==> src/rtl/mem_port_arbiter.sv <==
// Shares one synchronous RAM port between instruction fetch (IF) and the memory stage (MEM).
// Single-cycle latency; MEM has priority unless IF has been starved for STARVE_LIMIT cycles.
module mem_port_arbiter #(
    parameter int unsigned STARVE_LIMIT = 4
) (
    input  logic        clk,
    input  logic        resetn,
    input  logic        if_req,
    input  logic [31:0] if_addr,
    output logic        if_gnt,
    output logic        if_rvalid,
    output logic [31:0] if_rdata,
    input  logic        flush,
    input  logic        mem_req,
    input  logic [3:0]  mem_wen,
    input  logic [31:0] mem_addr,
    input  logic [31:0] mem_wdata,
    output logic        mem_gnt,
    output logic        mem_rvalid,
    output logic [31:0] mem_rdata,
    output logic        ram_en,
    output logic [3:0]  ram_wen,
    output logic [31:0] ram_addr,
    output logic [31:0] ram_wdata,
    input  logic [31:0] ram_rdata,
    output logic [1:0]  dbg_owner
);

    // Handshake: a requester holds req/addr/data until it sees gnt in the same cycle;
    // the response (rvalid) always follows exactly one cycle after the grant.

    typedef enum logic [1:0] {
        OWN_NONE = 2'd0,
        OWN_IF   = 2'd1,
        OWN_MEM  = 2'd2
    } owner_t;

    localparam logic [2:0] LIMIT = 3'(STARVE_LIMIT);

    owner_t     owner_q;
    owner_t     owner_d;
    logic [2:0] starve_cnt;
    logic       active;
    logic       if_win;
    logic       mem_win;

    // Grants stay off until the first clock edge after reset is released.
    always_ff @(posedge clk or negedge resetn) begin
        if (!resetn) begin
            active <= 1'b0;
        end else begin
            active <= 1'b1;
        end
    end

    always_comb begin
        if_win  = 1'b0;
        mem_win = 1'b0;
        if (resetn && active) begin
            if (if_req && (!mem_req || starve_cnt == LIMIT)) begin
                if_win = 1'b1;
            end else if (mem_req) begin
                mem_win = 1'b1;
            end
        end
    end

    always_ff @(posedge clk or negedge resetn) begin
        if (!resetn) begin
            starve_cnt <= 3'd0;
        end else if (if_req && !if_win) begin
            if (starve_cnt != LIMIT) begin
                starve_cnt <= starve_cnt + 3'd1;
            end
        end else begin
            starve_cnt <= 3'd0;
        end
    end

    // Owner FSM: state register
    always_ff @(posedge clk or negedge resetn) begin
        if (!resetn) begin
            owner_q <= OWN_NONE;
        end else begin
            owner_q <= owner_d;
        end
    end

    // Owner FSM: next state is simply this cycle's winner
    always_comb begin
        owner_d = OWN_NONE;
        if (if_win) begin
            owner_d = OWN_IF;
        end else if (mem_win) begin
            owner_d = OWN_MEM;
        end
    end

    // Owner FSM: outputs
    always_comb begin
        if_gnt     = if_win;
        mem_gnt    = mem_win;
        ram_en     = if_win | mem_win;
        ram_wen    = 4'b0000;
        ram_addr   = if_addr;
        ram_wdata  = mem_wdata;
        if (mem_win) begin
            ram_wen  = mem_wen;
            ram_addr = mem_addr;
        end
        // flush kills only the IF response landing this cycle, never a new grant
        if_rvalid  = (owner_q == OWN_IF) && !flush;
        mem_rvalid = (owner_q == OWN_MEM);
        if_rdata   = ram_rdata;
        mem_rdata  = ram_rdata;
        dbg_owner  = owner_q;
    end

endmodule

==> config.mk <==
export PLATFORM = sky130hd
export DESIGN_NAME = mem_port_arbiter
export DESIGN_NICKNAME = d
export VERILOG_FILES = /design/src/rtl/mem_port_arbiter.sv
export SDC_FILE = /design/constraint.sdc
export NUM_CORES = 1
export LEC_CHECK = 0
export ABC_AREA = 1
export BUFFER_PORTS_ARGS = -buffer_cell sky130_fd_sc_hd__clkbuf_2
export CAP_MARGIN = 20
export CORE_AREA = 2 2 108 110
export DETAILED_ROUTE_END_ITERATION = 7
export DIE_AREA = 0 0 110 112
export GPL_ROUTABILITY_DRIVEN = 0
export PLACE_DENSITY = 0.43
export SYNTH_ARGS = -nofsm -noshare
export SYNTH_HDL_FRONTEND = slang
export SYNTH_SLANG_ARGS = --single-unit
export TNS_END_PERCENT = 20
==> constraint.sdc <==
create_clock -name clk -period 1.9 [get_ports clk]
set_input_delay 0.285 -clock clk [delete_from_list [all_inputs] [get_ports clk]]
set_output_delay 0.285 -clock clk [all_outputs]
set_load 0.01 [all_outputs]
==> results of run 1 <==
tightest hold or removal path, stage by stage:
cell and delay (ns):
clkbuf_2 0.14, nand2_1 0.12, nor2_1 0.05
final cells by class:
cell class | instances | area (um2) | share of cell area [%]
Multi-Input combinational cell | 125 | 654.4 | 34.16
Inverter | 14 | 52.55 | 2.743
Sequential cell | 6 | 150.1 | 7.838
Tap cell | 143 | 178.9 | 9.340
Timing Repair Buffer | 129 | 804.5 | 42.00
Clock buffer | 3 | 75.07 | 3.919
metrics by stage:
stage	setup slack, ns	setup TNS, ns	cells	total power (uW)
after global routing	-0.08889	-2.343	420	974.6
after global placement	0.1699	0	410	489.6
after detailed placement	0.1442	0	410	493.3
after floorplan	0.3347	0	251	532.3
final	-0.008703	-0.04546	420	910.2
after CTS	0.002593	0	414	854.1
kinds of logic (layout without fill, tap and decap cells):
group                    Yosys count  count (layout)
buffers and inverters            120             146
other                              1               1
AO/OA/AOI/OAI                      1               1
XOR/XNOR                           1               1
flip-flops                         6               6
AND/OR/NAND/NOR                  120             120
adder cells (fa/ha/maj)            2               2
metal layers:
layer  wire, um  vias to the layer above  GRT usage [%]
met2       3032                      105          14.07
met4        219                        0          4.557
met1       1536                      620          5.233
met5          0                        -              0
li1           -                      722              -
met3        506                       31          2.225
final timing paths:
check / cells after the start / slack (ns) / endpoint / start
max: 10 / -0.009 / ram_addr[5] / starve_cnt[0]
min: 3 / 0.41 / starve_cnt[1] / if_req
max reg2reg: 8 / 0.63 / dbg_owner[1] / starve_cnt[0]
min reg2reg: 3 / 0.67 / starve_cnt[2] / starve_cnt[2]
max in group asynchronous: 3 / 1.29 / active / resetn
min in group asynchronous: 3 / 0.50 / starve_cnt[0] / resetn
Yosys cell counts (all sizes together):
cell type / instances / area [um2]
inv: 14 / 52.55
dfrtp: 6 / 150.1
conb: 1 / 3.750
o21ai: 1 / 5.000
nand3: 33 / 165.2
xor2: 1 / 8.760
buf: 106 / 783.3
nand2: 75 / 291.5
nor2: 12 / 47.55
ha: 2 / 25.02
where the power goes:
group,internal [uW],switching (uW)
clock network,270,72.5
logic,202,209
registers,144,13.3
total,616,295
what timing repair did:
item,4_1_cts,5_1_grt
hold endpoints to repair,6,0
cloned,0,5
setup buffers,0,1
pin swaps,0,4
setup endpoints to repair,32,37
resized for setup,8,65
hold buffers,1,0
flip-flops by register name, indices dropped and copies added, names as in the netlist:
name	cells
dbg_owner	2
starve_cnt	3
active	1
placed cells by master (no fill, tap or decap):
| master | netlist | layout |
|---|---|---|
| clkbuf_2 | 0 | 80 |
| xor2_1 | 1 | 1 |
| buf_2 | 8 | 34 |
| conb_1 | 1 | 1 |
| nor2_1 | 11 | 8 |
| inv_1 | 13 | 11 |
| o21ai_0 | 1 | 1 |
| buf_4 | 96 | 4 |
| nand3_1 | 33 | 33 |
| inv_2 | 1 | 3 |
| dlygate4sd3_1 | 0 | 1 |
| buf_6 | 2 | 3 |
| clkbuf_16 | 0 | 7 |
| nand2_4 | 0 | 3 |
| ha_4 | 0 | 1 |
| buf_12 | 0 | 3 |
| dfrtp_1 | 6 | 6 |
| ha_1 | 2 | 1 |
| nand2_8 | 0 | 2 |
| nand2_2 | 4 | 15 |
| nor2_2 | 1 | 3 |
| nor2_4 | 0 | 1 |
| nand2_1 | 71 | 55 |
==> flow_summary.yaml, run 1 <==
setup_path:
  cp.required_ns: 1.62
  critPathMaxFanout: 8
  critPathSlowestCell: "dfrtp_1"
  critPathTopFamily: "simple AND/OR/NAND/NOR gates"
  endpoint_kind: "primary output"
  cp_cell_sequence: "inv_2 > ha_4 > nand2_4 > nand2_4 > nand2_8 > nand2_8 > clkbuf_16 > nand2_1 > nand2_1 > buf_2"
  cp-start-kind: "flip-flop"
  cp_data_arrival_time_ns: 1.62
  slowest_delay_ns: 0.38
  critPathBufInv: 3
  critPathKind: "flip-flop to primary output"
run_status:
  status: "finished, violations left"
  failed_checks: "negative setup slack"
global_routing:
  grt_max_degree: 23
  gr-total-overflow: 0
  antenna_found_initial: 0
  grt_pass1_wl_um: 6410
  grt.total_usage_pct: 6.949
  grt_pass1_vias: 1274
cts:
  cts_tree: "built"
  cts_inserted_buffers: 3
  numClockSinks: 6
  clock_path_buffers: 2
  cts-root-buf: "clkbuf_16"
  cts_htree_levels: 1
  clk-insertion-delay-late_ns: 0.23
  cts.clk_slew.worst_paths_ns: 0.03
placed_design:
  port-buffer-count: 115
  place_area_mm2: 0.001574
  hpwlAfterDp_um: 3926
floorplan:
  core_area_mm2: 0.01117
  die_x_um: 110
  rows: 39
  start_util_pct: 13.72
  die_area_mm2: 0.01232
  die_h_um: 112
  io_pins: 276
sta:
  hold_viol_final: 0
  slew_violations: 0
  fin_skew_ns: 0.001266
  hold_slack_ns: 0.4091
  setup_viol: 10
  max_freq_mhz: 523.9
  setup_slack_ns: -0.008703
  period_share_pct: 100.5
  rsz0062_at_grt: "yes"
  timing.final.crit_period_ns: 1.909
pwr:
  peakVddDrop_mv: 0.2389
  leakagePower_uw: 0.001162
  p_per_area_mw_per_mm2: 475.1
yosys:
  avgSynthCellArea_um2: 6.106
  syn_area_mm2: 0.001533
  synth_compound_area_share_pct: 0.3265
  synth_nets: 390
  synth_top_family_by_area: "buffers and inverters"
  synthAdderAreaFrac_pct: 1.633
  ys_ff_latch: 6
  synthXorXnorAreaFrac_pct: 0.5714
  ys_seq_area_share_pct: 9.796
  synth.distinct_cells: 15
  synthSimpleGateAreaFrac_pct: 32.90
  muxShareOfSynthArea_pct: 0
  synth_warnings: 0
  syn_inst: 251
detailed_routing:
  drc: 0
  dr.pass1.iters: 4
  viasPerCell: 3.519
  vias: 1478
  wl_um: 5295
  detail_route.wl_per_cell_um: 12.61
  dr.first_iter.drc_count: 21
  antenna_left: 0
cells_and_area:
  n_antenna_cell: 0
  area_growth_pct: 24.98
  final_util_pct: 17.14
  n_fill_cell: 1272
  final_area_mm2: 0.001916
  drive_gt1_share_pct: 57.40
  design.final.nets: 418
run:
  cap_violations: 0
worst_hold_path:
  hold_class: "input pin to flip-flop"
No activity file was read; power rests on OpenSTA's default activity.
==> run 2: changes to the inputs <==
- REMOVE_ABC_BUFFERS: unset -> 1
==> flow_summary.yaml, run 2 (same netlist as run 1, synthesis figures left out) <==
pwr:
  intPower_uw: 627.4
  p_per_area_mw_per_mm2: 502.2
  pwr-share-comb_pct: 45.4
  leakagePower_uw: 0.001153
  peakVddDrop_mv: 0.3485
  power.switching_uw: 306.9
  p_sw_share_pct: 32.85
  clockPowerShare_pct: 37.9
  sequentialPowerShare_pct: 16.7
sta:
  timing.final.crit_period_ns: 1.871
  slew_violations: 0
  fin_skew_ns: 0.002085
  max_freq_mhz: 534.5
  period_share_pct: 98.48
  hold_slack_ns: 0.4291
  setup_slack_ns: 0.02892
  rsz0062_at_grt: "yes"
  setup_viol: 0
  hold_viol_final: 0
cells_and_area:
  n_antenna_cell: 0
  design.final.nets: 420
  max_flop_register: "starve_cnt"
  final_util_pct: 16.65
  area_growth_pct: 21.39
  final_common_cell: "clkbuf_2"
  final_cell_mix: "clkbuf_2 (99), nand2_1 (66), nand3_1 (33)"
  final_area_mm2: 0.001861
  largest_register_ffs: 3
  drive_gt1_share_pct: 52.69
setup_path:
  reg2reg_from: "starve_cnt[1]"
  worstRegToRegCells: 8
  critPathMaxFanout: 8
  cp-start-kind: "flip-flop"
  cp.required_ns: 1.62
  reg2reg_slack_ns: 0.61
  rr_endpoint: "dbg_owner[1]"
  critPathKind: "flip-flop to primary output"
  endpoint_kind: "primary output"
  cp_data_arrival_time_ns: 1.59
placed_design:
  port-buffer-count: 115
  hpwlAfterDp_um: 9422
  place_ws_ns: 0.1838
  place_area_mm2: 0.001587
detailed_routing:
  dr.first_iter.drc_count: 46
  vias: 1614
  detail_route.wl_per_cell_um: 26.11
  wl_um: 11020
  dr.pass1.iters: 4
  drc: 0
  viasPerCell: 3.825
  antenna_left: 0
cts:
  clock_path_buffers: 2
  numClockSinks: 6
  cts-root-buf: "clkbuf_16"
  clk-insertion-delay-late_ns: 0.23
  cts_htree_levels: 1
  cts.clk_slew.worst_paths_ns: 0.04
  cts_inserted_buffers: 3
  cts_tree: "built"
worst_hold_path:
  hold_class: "input pin to flip-flop"
  whs_endpoint: "starve_cnt[1]"
  min_path_cells: 3
  hp-start: "if_req"
run_status:
  status: "complete, no violations"
floorplan:
  die_x_um: 110
  start_util_pct: 13.72
  rows: 39
  core_area_mm2: 0.01117
  die_h_um: 112
  io_pins: 276
  die_area_mm2: 0.01232
global_routing:
  grt.total_usage_pct: 16.36
  grt_pass1_wl_um: 13150
  gr-total-overflow: 0
  antenna_found_initial: 0
  grt_pass1_vias: 1421
  grt_max_degree: 29
run:
  cap_violations: 0
run 2: cell count changes in the layout (fill, tap and decap cells not counted), sizes merged:
cell,change
buf,-14
clkbuf,+16
run 2: what timing repair did:
item | CTS | global route
endpoints found under the hold margin | 6 | 0
buffers inserted | 2 | 3
gates resized for setup | 6 | 28
cloned | 2 | 2
hold buffers | 1 | 0
pin swaps | 2 | 4
endpoints found under the setup margin | 30 | 38
run 2: cell type report:
class                      instances  area (um2)
fill                            1277        9314
timing repair buffer             131       794.5
multi-input combinational        125       609.3
tap                              143       178.9
sequential                         6       150.1
clock buffer                       3       75.07
inverter                          14       52.55
run 2: per-stage QoR:
| step | cells | setup TNS [ns] | power, uW |
|---|---|---|---|
| after global placement | 409 | 0 | 495.2 |
| final | 422 | 0 | 934.3 |
| after global routing | 422 | -0.4744 | 993.9 |
| after floorplan | 145 | -6.482 | 313.3 |
| after CTS | 417 | 0 | 884.0 |
| after detailed placement | 409 | 0 | 496.6 |
run 2: worst max-delay path by stage:
stage	start	to	slack [ns]	cells past startpoint
2_1_floorplan	active	ram_wen[0]	-0.23	4
3_3_place_gp	starve_cnt[0]	ram_addr[8]	0.20	10
3_5_place_dp	starve_cnt[0]	ram_addr[8]	0.18	10
4_1_cts	starve_cnt[0]	ram_addr[0]	0.003	10
5_1_grt	starve_cnt[1]	ram_addr[13]	-0.03	10
6_report	starve_cnt[1]	ram_addr[10]	0.03	10
run 2: metal layers:
| metal | global-route usage [%] | up-vias | part of all wire, % |
|---|---|---|---|
| met5 | 5.462 | - | 0.61 |
| met4 | 3.207 | 2 | 1.4 |
| met3 | 20.37 | 10 | 28 |
| met2 | 26.18 | 217 | 46 |
| met1 | 11.90 | 658 | 24 |
| li1 | - | 727 | - |
run 2: power by group through the flow:
stage | combinational, uW | clock, uW | sequential, uW
global route | 470 | 367 | 157
detailed placement | 342 | 0 | 154
finish | 424 | 354 | 156
floorplan | 160 | 0 | 154
CTS | 375 | 357 | 153
global placement | 341 | 0 | 155
run 2: worst max-delay path, cell delays in order, from the launching register on:
cell and delay (ns):
dfrtp_1 0.38, inv_2 0.08, ha_4 0.14, nand2_4 0.05, nand2_4 0.09, nand2_8 0.07, nand2_8 0.12, buf_12 0.16
nand2_1 0.05, nand2_1 0.06, buf_2 0.13
